**config.mk**
```make
export PLATFORM = sky130hd
export DESIGN_NAME = bottling_ctrl_core
export DESIGN_NICKNAME = d
export VERILOG_FILES = /design/src/rtl/bottling_ctrl_core.sv
export SDC_FILE = /design/constraint.sdc
export NUM_CORES = 1
export LEC_CHECK = 0
export BUFFER_PORTS_ARGS = -buffer_cell sky130_fd_sc_hd__buf_2
export CORE_MARGIN = 2
export CORE_UTILIZATION = 50
export DETAILED_ROUTE_END_ITERATION = 10
export GPL_ROUTABILITY_DRIVEN = 1
export GPL_TIMING_DRIVEN = 0
export PLACE_DENSITY = 0.75
export SLEW_MARGIN = 20
export SYNTH_ARGS = -nofsm -noshare
export SYNTH_HDL_FRONTEND = slang
export SYNTH_SLANG_ARGS = --single-unit
export TNS_END_PERCENT = 5
```
**constraint.sdc**
```tcl
create_clock -name clk_1khz -period 4.1 [get_ports clk_1khz]
set_clock_uncertainty 0.15 [all_clocks]
set_input_delay 0.205 -clock clk_1khz [delete_from_list [all_inputs] [get_ports clk_1khz]]
set_output_delay 0.205 -clock clk_1khz [all_outputs]
set_load 0.03 [all_outputs]
```
**src/rtl/bottling_ctrl_core.sv**
```systemverilog
// Pill-bottling station core: target entry, BCD pill/bottle counting, switch timing, fault and beeper control.
// Optional pause support is built when PAUSE_EN is defined.
module bottling_ctrl_core #(
    parameter int PILL_DIGITS   = 3,
    parameter int BOTTLE_DIGITS = 2,
    parameter int TICK_DIV      = 1000,
    parameter int HOPPER_TO_S   = 5,
    parameter int SWITCH_S      = 2,
    parameter int CHIRP_CYC     = 1000
) (
    input  logic                       clk_1khz,
    input  logic                       switch_clr,
    input  logic                       i_btn_sel,
    input  logic                       i_btn_inc,
    input  logic                       i_btn_start,
    input  logic                       i_emergency_stop,
    input  logic                       i_hopper_pulse,
    input  logic                       i_conveyor_ok,
    output logic [2:0]                 o_state,
    output logic [2:0]                 o_cursor,
    output logic [4*PILL_DIGITS-1:0]   o_target_pills_bcd,
    output logic [4*BOTTLE_DIGITS-1:0] o_target_bottles_bcd,
    output logic [4*PILL_DIGITS-1:0]   o_now_pills_bcd,
    output logic [4*BOTTLE_DIGITS-1:0] o_now_bottles_bcd,
    output logic                       o_err_cause,
    output logic [1:0]                 o_beep_code,
    output logic                       o_chirp
);
    // state     | meaning
    // SETTING   | target entry via sel/inc, start validated
    // RUNNING   | counting pills, hopper timeout armed
    // SWITCHING | bottle change, hopper ignored
    // DONE      | all bottles filled
    // ERROR     | hopper starved (cause 0) or conveyor stopped (cause 1)
    // FATAL     | emergency stop
    // PAUSED    | run frozen (PAUSE_EN builds only)
    typedef enum logic [2:0] {
        S_SETTING = 3'd0, S_RUNNING = 3'd1, S_SWITCHING = 3'd2, S_DONE = 3'd3,
        S_ERROR = 3'd4, S_FATAL = 3'd5, S_PAUSED = 3'd6
    } state_t;

    localparam int PW    = 4 * PILL_DIGITS;
    localparam int BW    = 4 * BOTTLE_DIGITS;
    localparam int ND    = PILL_DIGITS + BOTTLE_DIGITS;
    localparam int HOP_T = HOPPER_TO_S * TICK_DIV;
    localparam int SW_T  = SWITCH_S * TICK_DIV;
    localparam int TMAX  = (HOP_T > SW_T) ? HOP_T : SW_T;
    localparam int TW    = $clog2(TMAX + 1);
    localparam int CW    = $clog2(CHIRP_CYC + 1);
`ifdef PAUSE_EN
    localparam bit PAUSE_ON = 1'b1;
`else
    localparam bit PAUSE_ON = 1'b0;
`endif

    function automatic logic [3:0] digit_inc(input logic [3:0] d);
        return (d >= 4'd9) ? 4'd0 : d + 4'd1;
    endfunction

    function automatic logic [PW-1:0] pills_inc(input logic [PW-1:0] v);
        logic [PW-1:0] r;
        logic          c;
        r = v;
        c = 1'b1;
        for (int i = 0; i < PILL_DIGITS; i++) begin
            if (c) begin
                r[4*i +: 4] = digit_inc(v[4*i +: 4]);
                c = (v[4*i +: 4] >= 4'd9);
            end
        end
        return r;
    endfunction

    function automatic logic [BW-1:0] bottles_inc(input logic [BW-1:0] v);
        logic [BW-1:0] r;
        logic          c;
        r = v;
        c = 1'b1;
        for (int i = 0; i < BOTTLE_DIGITS; i++) begin
            if (c) begin
                r[4*i +: 4] = digit_inc(v[4*i +: 4]);
                c = (v[4*i +: 4] >= 4'd9);
            end
        end
        return r;
    endfunction

    state_t        r_state;
    logic [2:0]    r_cursor;
    logic [PW-1:0] r_tgt_p, r_now_p;
    logic [BW-1:0] r_tgt_b, r_now_b;
    logic          r_err_cause;
    logic [TW-1:0] r_hop_tmr, r_sw_tmr;
    logic [CW-1:0] r_chirp_cnt;
    logic          r_prev_sel, r_prev_inc, r_prev_start, r_prev_hop;

    logic          w_sel_e, w_inc_e, w_start_e, w_hop_e, w_any_btn;
    logic          w_start_blk, w_count, w_pill_full, w_bottle_full;
    logic [PW-1:0] w_pills_inc;
    logic [BW-1:0] w_bottles_inc;

    assign w_sel_e       = i_btn_sel & ~r_prev_sel;
    assign w_inc_e       = i_btn_inc & ~r_prev_inc;
    assign w_start_e     = i_btn_start & ~r_prev_start;
    assign w_hop_e       = i_hopper_pulse & ~r_prev_hop;
    assign w_any_btn     = w_sel_e | w_inc_e | w_start_e;
    assign w_pills_inc   = pills_inc(r_now_p);
    assign w_bottles_inc = bottles_inc(r_now_b);
    assign w_pill_full   = (w_pills_inc == r_tgt_p);
    assign w_bottle_full = (w_bottles_inc == r_tgt_b);
    // A start edge takes precedence over a pill in the states where start has a meaning.
    assign w_start_blk   = w_start_e & ((r_state == S_ERROR) | (PAUSE_ON & (r_state == S_RUNNING)));
    assign w_count       = w_hop_e & ~w_start_blk &
                           ((r_state == S_RUNNING) | ((r_state == S_ERROR) & ~r_err_cause));

    always_ff @(posedge clk_1khz or negedge switch_clr) begin
        if (!switch_clr) begin
            r_state      <= S_SETTING;
            r_cursor     <= '0;
            r_tgt_p      <= '0;
            r_tgt_b      <= '0;
            r_now_p      <= '0;
            r_now_b      <= '0;
            r_err_cause  <= 1'b0;
            r_hop_tmr    <= '0;
            r_sw_tmr     <= '0;
            r_chirp_cnt  <= '0;
            r_prev_sel   <= 1'b1;
            r_prev_inc   <= 1'b1;
            r_prev_start <= 1'b1;
            r_prev_hop   <= 1'b1;
        end else begin
            r_prev_sel   <= i_btn_sel;
            r_prev_inc   <= i_btn_inc;
            r_prev_start <= i_btn_start;
            r_prev_hop   <= i_hopper_pulse;
            if (r_chirp_cnt != '0)
                r_chirp_cnt <= r_chirp_cnt - CW'(1);

            if (i_emergency_stop) begin
                r_state     <= S_FATAL;
                r_chirp_cnt <= '0;
            end else if (w_count) begin
                r_now_p <= w_pills_inc;
                if (w_pill_full) begin
                    r_now_b <= w_bottles_inc;
                    if (w_bottle_full) begin
                        r_state <= S_DONE;
                    end else begin
                        r_state  <= S_SWITCHING;
                        r_sw_tmr <= TW'(SW_T);
                    end
                end else begin
                    r_state   <= S_RUNNING;
                    r_hop_tmr <= TW'(HOP_T);
                    if (r_state == S_ERROR)
                        r_chirp_cnt <= CW'(CHIRP_CYC);
                end
            end else begin
                case (r_state)
                    S_SETTING: begin
                        if (w_inc_e) begin
                            for (int d = 0; d < PILL_DIGITS; d++)
                                if (r_cursor == 3'(d))
                                    r_tgt_p[4*d +: 4] <= digit_inc(r_tgt_p[4*d +: 4]);
                            for (int d = 0; d < BOTTLE_DIGITS; d++)
                                if (r_cursor == 3'(PILL_DIGITS + d))
                                    r_tgt_b[4*d +: 4] <= digit_inc(r_tgt_b[4*d +: 4]);
                        end
                        if (w_sel_e)
                            r_cursor <= (r_cursor == 3'(ND - 1)) ? 3'd0 : r_cursor + 3'd1;
                        if (w_start_e && (r_tgt_p != '0) && (r_tgt_b != '0)) begin
                            r_state     <= S_RUNNING;
                            r_now_p     <= '0;
                            r_now_b     <= '0;
                            r_hop_tmr   <= TW'(HOP_T);
                            r_chirp_cnt <= CW'(CHIRP_CYC);
                        end
                    end
                    S_RUNNING: begin
`ifdef PAUSE_EN
                        if (w_start_e)
                            r_state <= S_PAUSED;
                        else
`endif
                        if (r_hop_tmr <= TW'(1)) begin
                            r_state     <= S_ERROR;
                            r_err_cause <= 1'b0;
                        end else begin
                            r_hop_tmr <= r_hop_tmr - TW'(1);
                        end
                    end
                    S_SWITCHING: begin
                        if (r_sw_tmr <= TW'(1)) begin
                            if (i_conveyor_ok) begin
                                r_state     <= S_RUNNING;
                                r_now_p     <= '0;
                                r_hop_tmr   <= TW'(HOP_T);
                                r_chirp_cnt <= CW'(CHIRP_CYC);
                            end else begin
                                r_state     <= S_ERROR;
                                r_err_cause <= 1'b1;
                            end
                        end else begin
                            r_sw_tmr <= r_sw_tmr - TW'(1);
                        end
                    end
                    S_ERROR: begin
                        if (w_start_e) begin
                            r_state <= S_SETTING;
                        end else if (r_err_cause && i_conveyor_ok) begin
                            r_state     <= S_RUNNING;
                            r_now_p     <= '0;
                            r_hop_tmr   <= TW'(HOP_T);
                            r_chirp_cnt <= CW'(CHIRP_CYC);
                        end
                    end
                    S_DONE, S_FATAL: begin
                        if (w_any_btn)
                            r_state <= S_SETTING;
                    end
                    S_PAUSED: begin
`ifdef PAUSE_EN
                        if (w_start_e) begin
                            r_state     <= S_RUNNING;
                            r_hop_tmr   <= TW'(HOP_T);
                            r_chirp_cnt <= CW'(CHIRP_CYC);
                        end
`else
                        r_state <= S_SETTING;
`endif
                    end
                    default: r_state <= S_SETTING;
                endcase
            end
        end
    end

    always_comb begin
        o_beep_code = 2'b00;
        case (r_state)
            S_DONE:  o_beep_code = 2'b01;
            S_ERROR: o_beep_code = 2'b10;
            S_FATAL: o_beep_code = 2'b11;
            default: o_beep_code = 2'b00;
        endcase
    end

    assign o_state              = r_state;
    assign o_cursor             = r_cursor;
    assign o_target_pills_bcd   = r_tgt_p;
    assign o_target_bottles_bcd = r_tgt_b;
    assign o_now_pills_bcd      = r_now_p;
    assign o_now_bottles_bcd    = r_now_b;
    assign o_err_cause          = r_err_cause;
    assign o_chirp              = (r_chirp_cnt != '0);

endmodule

```
==> results of run 1 <==
cells by family (layout without fill, tap and decap cells):
logic type / count (synthesis) / count (layout) / synth area share, %
xor gates and xnor gates: 35 / 35 / 5.273
and+or+nand+nor: 255 / 255 / 23.35
DFF: 87 / 87 / 37.54
adders and majority gates: 43 / 43 / 9.255
AOI/OAI and AO/OA: 176 / 176 / 19.18
buffers and inverters: 63 / 141 / 4.498
muxes: 5 / 5 / 0.9040
synthesized netlist by cell type, types with 5 or more instances:
master,count
a211oi_1,7
a21o_1,9
a21oi_1,39
a22o_1,9
a31oi_1,13
and3_1,7
clkbuf_1,17
dfrtp_1,83
ha_1,43
inv_1,40
nand2_1,61
nand2b_1,14
nand3_1,25
nand3b_1,9
nand4_1,9
nor2_1,60
nor2b_1,6
nor3_1,15
nor3b_1,7
nor4_1,5
o21ai_0,54
or4_1,5
xnor2_1,18
xor2_1,17
critical path, stage by stage, from the launching register on:
cell and delay, ns:
dfrtp_1 0.41, inv_1 0.10, ha_1 0.18, or3b_1 0.43, a211oi_1 0.56, nand2_1 0.14, o21ai_0 0.32, xor2_1 0.16
nor4_4 0.55, o21ai_1 0.20, mux2_2 0.30
registers in the layout, indices dropped and copies added, names as in the netlist, 3 cells and up:
signal and flops:
o_cursor 3, o_state 3, o_now_bottles_bcd 8, r_sw_tmr 13, o_now_pills_bcd 12, o_target_bottles_bcd 8, r_hop_tmr 13, o_target_pills_bcd 12
r_chirp_cnt 10
power breakdown:
part	internal [µW]	switching [µW]
Combinational	652	1160
Clock	489	340
Sequential	1030	238
through the flow:
step                      setup WS, ns  utilization, %
after global placement          0.6018           55.17
after detailed placement        0.5697           55.36
final                           0.4955           58.38
after CTS                       0.5573           58.38
after floorplan                 0.8036               -
after global routing            0.3321           58.38
area by class of cell:
class / instances / area, µm² / area share [%]
buffer: 23 / 111.4 / 1.678
clock buffer: 13 / 250.2 / 3.770
clock inverter: 3 / 42.54 / 0.6409
inverter: 40 / 150.1 / 2.262
multi-input combinational: 514 / 3369 / 50.76
sequential: 87 / 2182 / 32.87
tap: 143 / 178.9 / 2.696
timing repair buffer: 62 / 352.8 / 5.316
path summary, 6_finish.rpt:
path | start | endpoint | cells after the start
worst max register to register | o_now_bottles_bcd[5] | r_sw_tmr[1] | 10
min in group clk_1khz | i_conveyor_ok | o_state[2] | 6
worst min register to register | r_hop_tmr[12] | r_hop_tmr[12] | 1
max in group asynchronous | switch_clr | r_chirp_cnt[5] | 3
worst max-delay path | o_now_bottles_bcd[5] | r_sw_tmr[1] | 10
worst min-delay path | switch_clr | o_target_bottles_bcd[3] | 2
metal layers:
metal	part of all wire (%)	GRT usage (%)	wire length [µm]	vias up
met2	48	38.38	6854	109
met4	2.3	9.959	330	0
met5	0	0	0	-
li1	-	-	-	2528
met3	4.1	4.137	590	23
met1	46	31.61	6528	2536
timing repair:
action,in CTS,in global routing
hold buffers,5,0
hold endpoints to repair,52,0
setup endpoints to repair,0,0
==> results.json, run 1 <==
{
  "port_buffers": 56,
  "cts_tree": "built",
  "die_area_um2": 12500,
  "grt_usage_pct": 23.73,
  "synth_ff_type": "dfrtp_1",
  "synthesis.area_um2": 5813,
  "ant_nets": 0,
  "finalSetupViolCount": 0,
  "drt_wl_total_um": 14300,
  "synth_top_area_share_pct": 35.73,
  "p_leak_uw": 0.003038,
  "core_um2": 11370,
  "layout_common_cells": "83 x dfrtp_1, 61 x nand2_1, 60 x nor2_1",
  "path_clk_slew_ns": 0.06,
  "clk_latency_ns": 0.35,
  "fillers": 1004,
  "postSynthNetCount": 715,
  "post_cts_buffers": 0,
  "period_share_pct": 87.91,
  "dp_hpwl_um": 10440,
  "die_y_um": 111.8,
  "grt_pass1_wl_um": 24190,
  "layout_commonest_cell": "dfrtp_1",
  "outcome": "finished clean",
  "yosysSeqAreaShare_pct": 37.54,
  "drv_slew": 0,
  "fin_cells": 885,
  "overflow": 0,
  "cts_root_buf": "clkbuf_16",
  "grt_start_max_net_pins": 54,
  "min_period_ns": 3.604,
  "synthDistinctLibCells": 67,
  "drc": 0,
  "drt_iter0_markers": 359,
  "timing.slew.headroom_pct": 51.06,
  "hold_violations": 0,
  "r2r_slack_ns": 0.50,
  "wl_per_cell_um": 16.16,
  "num_vias": 5196,
  "antenna_found_initial": 0,
  "cts_max_path_buffers": 2,
  "cap_violations": 0,
  "htreeDepth": 3,
  "cts_inserted_buffers": 9,
  "peakVddDrop_mv": 0.4144,
  "layout.nets": 788,
  "power_uw": 3907,
  "dp.cells": 864,
  "syn_inst": 664,
  "viasPerCell": 5.871,
  "rsz0062_at_grt": "false",
  "syn_to_final_growth_pct": 14.18,
  "crit_required_ns": 4.19,
  "gp_congestion": 0.9383,
  "max_freq_ghz": 0.2774,
  "fin_area_um2": 6638,
  "path_max_fanout": 8,
  "first_pass_iters": 5,
  "row_count": 39,
  "cp-start-kind": "register",
  "worst-setup-path-type": "register to register",
  "avgSynthCellArea_um2": 8.755,
  "synth_top_area_cell": "dfrtp_1",
  "p_per_area_nw_per_um2": 588.5,
  "holdWs_ns": 0.3011,
  "ios": 58,
  "die_w_um": 111.8,
  "yosys_warnings": 0,
  "worst_slew_pin_slew_ns": 0.7285,
  "start_util_pct": 51.13,
  "grt_pass1_vias": 5027,
  "min_path_type": "input pin to async pin",
  "diodes": 0,
  "synth-edff-count": 0,
  "cts_sinks": 87,
  "cp.arrival_ns": 3.69,
  "ys_ff_latch": 87,
  "dpl_cell_area_um2": 6295,
  "final_layout_size_suffix_gt1_share_pct": 12.80,
  "ys_async_sr_fraction_pct": 100.0,
  "finalSetupTns_ns": 0,
  "cts_resized": 0,
  "end_kind": "register",
  "synth.area.top_cells": "dfrtp_1 36%, ha_1 9.3%, o21ai_0 4.6%, nand2_1 3.9%, nor2_1 3.9%"
}
Note: power is estimated with default switching activity, not from simulation.
==> inputs of run 2 (changes only) <==
Settings changed: PLACE_DENSITY 0.75 to 0.78.
Clock period 4.1 ns to 3.1 ns, I/O delays scaled along.
==> run 2 against run 1 <==
  * The flow now finishes with violations (negative setup slack)
  * Total power grew 41%
  * Worst hold slack lost 0.11 ns
  * Flip-flop and latch count is the same
  * Non-clock buffer count grew 19
  * Critical endpoint unchanged
  * Largest power group unchanged
==> results.json, run 2 (synthesized netlist as in run 1, its figures left out) <==
{
  "outcome": "finished, violations left",
  "violations": "negative setup slack",
  "timing.slew.headroom_pct": 51.00,
  "worst_slew_pin_slew_ns": 0.7294,
  "hold_violations": 0,
  "layout_commonest_cell": "dfrtp_1",
  "path_max_fanout": 4,
  "cts_max_path_buffers": 2,
  "clk_latency_ns": 0.35,
  "cts_tree": "built",
  "routed-wl-met2_um": 7334,
  "syn_to_final_growth_pct": 20.71,
  "path_clk_slew_ns": 0.06,
  "power_uw": 5504,
  "grt_pass1_wl_um": 24400,
  "layout_setup_ws_ns": -0.2180,
  "cp_num_buf_inv": 2,
  "viasPerCell": 5.912,
  "diodes": 0,
  "worst-setup-path-type": "register to register",
  "wl_per_cell_um": 16.52,
  "core_um2": 11370,
  "drv_slew": 0,
  "period_share_pct": 107.0,
  "row_count": 39,
  "timing.rr.start": "o_now_pills_bcd[0]",
  "cp.arrival_ns": 3.40,
  "dpl_worst_slack_ns": -0.3818,
  "cts_root_buf": "clkbuf_16",
  "grt_pass1_vias": 5032,
  "die_y_um": 111.8,
  "ant_nets": 0,
  "first_pass_iters": 4,
  "grt_usage_pct": 23.69,
  "cts_inserted_buffers": 9,
  "wl_met1_um": 6539,
  "cts_sinks": 87,
  "end_kind": "register",
  "max_freq_ghz": 0.3014,
  "start_util_pct": 51.13,
  "rsz0062_at_grt": "true",
  "cp_slowest_cell": "or3_4",
  "num_vias": 5344,
  "p_per_area_nw_per_um2": 784.4,
  "port_buffers": 56,
  "overflow": 0,
  "peakVddDrop_mv": 0.5767,
  "routed.top_layer": "met4",
  "final_layout_size_suffix_gt1_share_pct": 19.32,
  "grt_start_max_net_pins": 46,
  "drt_iter0_markers": 311,
  "antenna_found_initial": 0,
  "gp_congestion": 0.8935,
  "fillers": 978,
  "dp_hpwl_um": 10540,
  "cp-start-kind": "register",
  "wl_met3_um": 793,
  "finalSetupViolCount": 25,
  "htreeDepth": 3,
  "ios": 58,
  "cpPeakStageDelay_ns": 0.47,
  "path_cells": "inv_4 > ha_4 > or3b_4 > buf_6 > a31oi_4 > nor3_4 > nor4_4 > nand4_1 > or3_4 > o21ai_4 > mux2_4",
  "p_leak_uw": 0.003178,
  "holdWs_ns": 0.1952,
  "utilization_pct": 61.71,
  "largestRegisters": "r_hop_tmr x13, r_sw_tmr x13",
  "min_period_ns": 3.318,
  "drt_wl_total_um": 14940,
  "min_path_type": "input pin to async pin",
  "layout_common_cells": "77 x dfrtp_1, 60 x nand2_1, 59 x nor2_1",
  "crit_required_ns": 3.18,
  "rr_endpoint": "r_sw_tmr[1]",
  "dp.cells": 864,
  "r2r_slack_ns": -0.22,
  "critPathTopFamily": "simple AND/OR/NAND/NOR gates",
  "r2r_cells": 11,
  "fin_cells": 904,
  "layout.nets": 807,
  "die_w_um": 111.8,
  "cap_violations": 0,
  "die_area_um2": 12500,
  "drc": 0
}
[run 2: changes by cell type in the layout (fill, tap and decap cells not counted), moves of 4 or more]
cell	change
a211oi_1	-4
buf_4	+18
dfrtp_1	-6
dfrtp_2	+6
inv_1	-4
o21ai_0	-5
[run 2: per-layer routing]
metal / up-vias / GRT usage [%]
met4: 0 / 8.313
met3: 25 / 4.627
li1: 2569 / -
met1: 2597 / 31.88
met2: 153 / 38.38
met5: - / 0
[run 2: how the worst max path moves through the flow]
stage                     slack [ns]  cells past startpoint                   end            startpoint
final                          -0.22                     11           r_sw_tmr[1]    o_now_pills_bcd[0]
after global routing           -0.24                     10           r_sw_tmr[1]    o_now_pills_bcd[4]
after CTS                       -0.1                     10           r_sw_tmr[1]    o_now_pills_bcd[4]
after detailed placement       -0.38                     10           r_sw_tmr[1]  o_now_bottles_bcd[4]
after global placement         -0.31                     10           r_sw_tmr[1]  o_now_bottles_bcd[4]
after floorplan                0.009                     13  o_now_bottles_bcd[6]    o_now_pills_bcd[0]
[run 2: cell type report]
class	count	area, µm²	area share, %
Buffer	22	115.1	1.641
Clock buffer	10	229.0	3.263
Clock inverter	6	85.08	1.213
Inverter	40	152.6	2.175
Multi-Input combinational cell	514	3535	50.37
Sequential cell	87	2190	31.21
Tap cell	143	178.9	2.550
Timing Repair Buffer	82	531.8	7.578
[run 2: stage by stage]
stage / TNS, ns / cell area, µm²
after global placement: -3.273 / 6294
after global routing: -5.250 / 7017
after floorplan: 0 / 5834
after CTS: -0.8746 / 6778
after detailed placement: -5.020 / 6324
final: -2.854 / 7017
[run 2: what timing repair did]
| item | 4_1_cts | 5_1_grt |
|---|---|---|
| setup endpoints to repair | 36 | 56 |
| hold buffers | 5 | 0 |
| cloned | 0 | 1 |
| endpoints found under the hold margin | 42 | 0 |
| setup buffers | 8 | 11 |
| pin swaps | 6 | 20 |
| resized for setup | 9 | 34 |
[run 2: report_power, final]
| group | switching (µW) | internal, µW | leakage, µW |
|---|---|---|---|
| Combinational | 1640 | 1020 | 0.00193 |
| Clock | 462 | 703 | 0.000148 |
| Sequential | 311 | 1370 | 0.00110 |
| Total | 2420 | 3090 | 0.00318 |
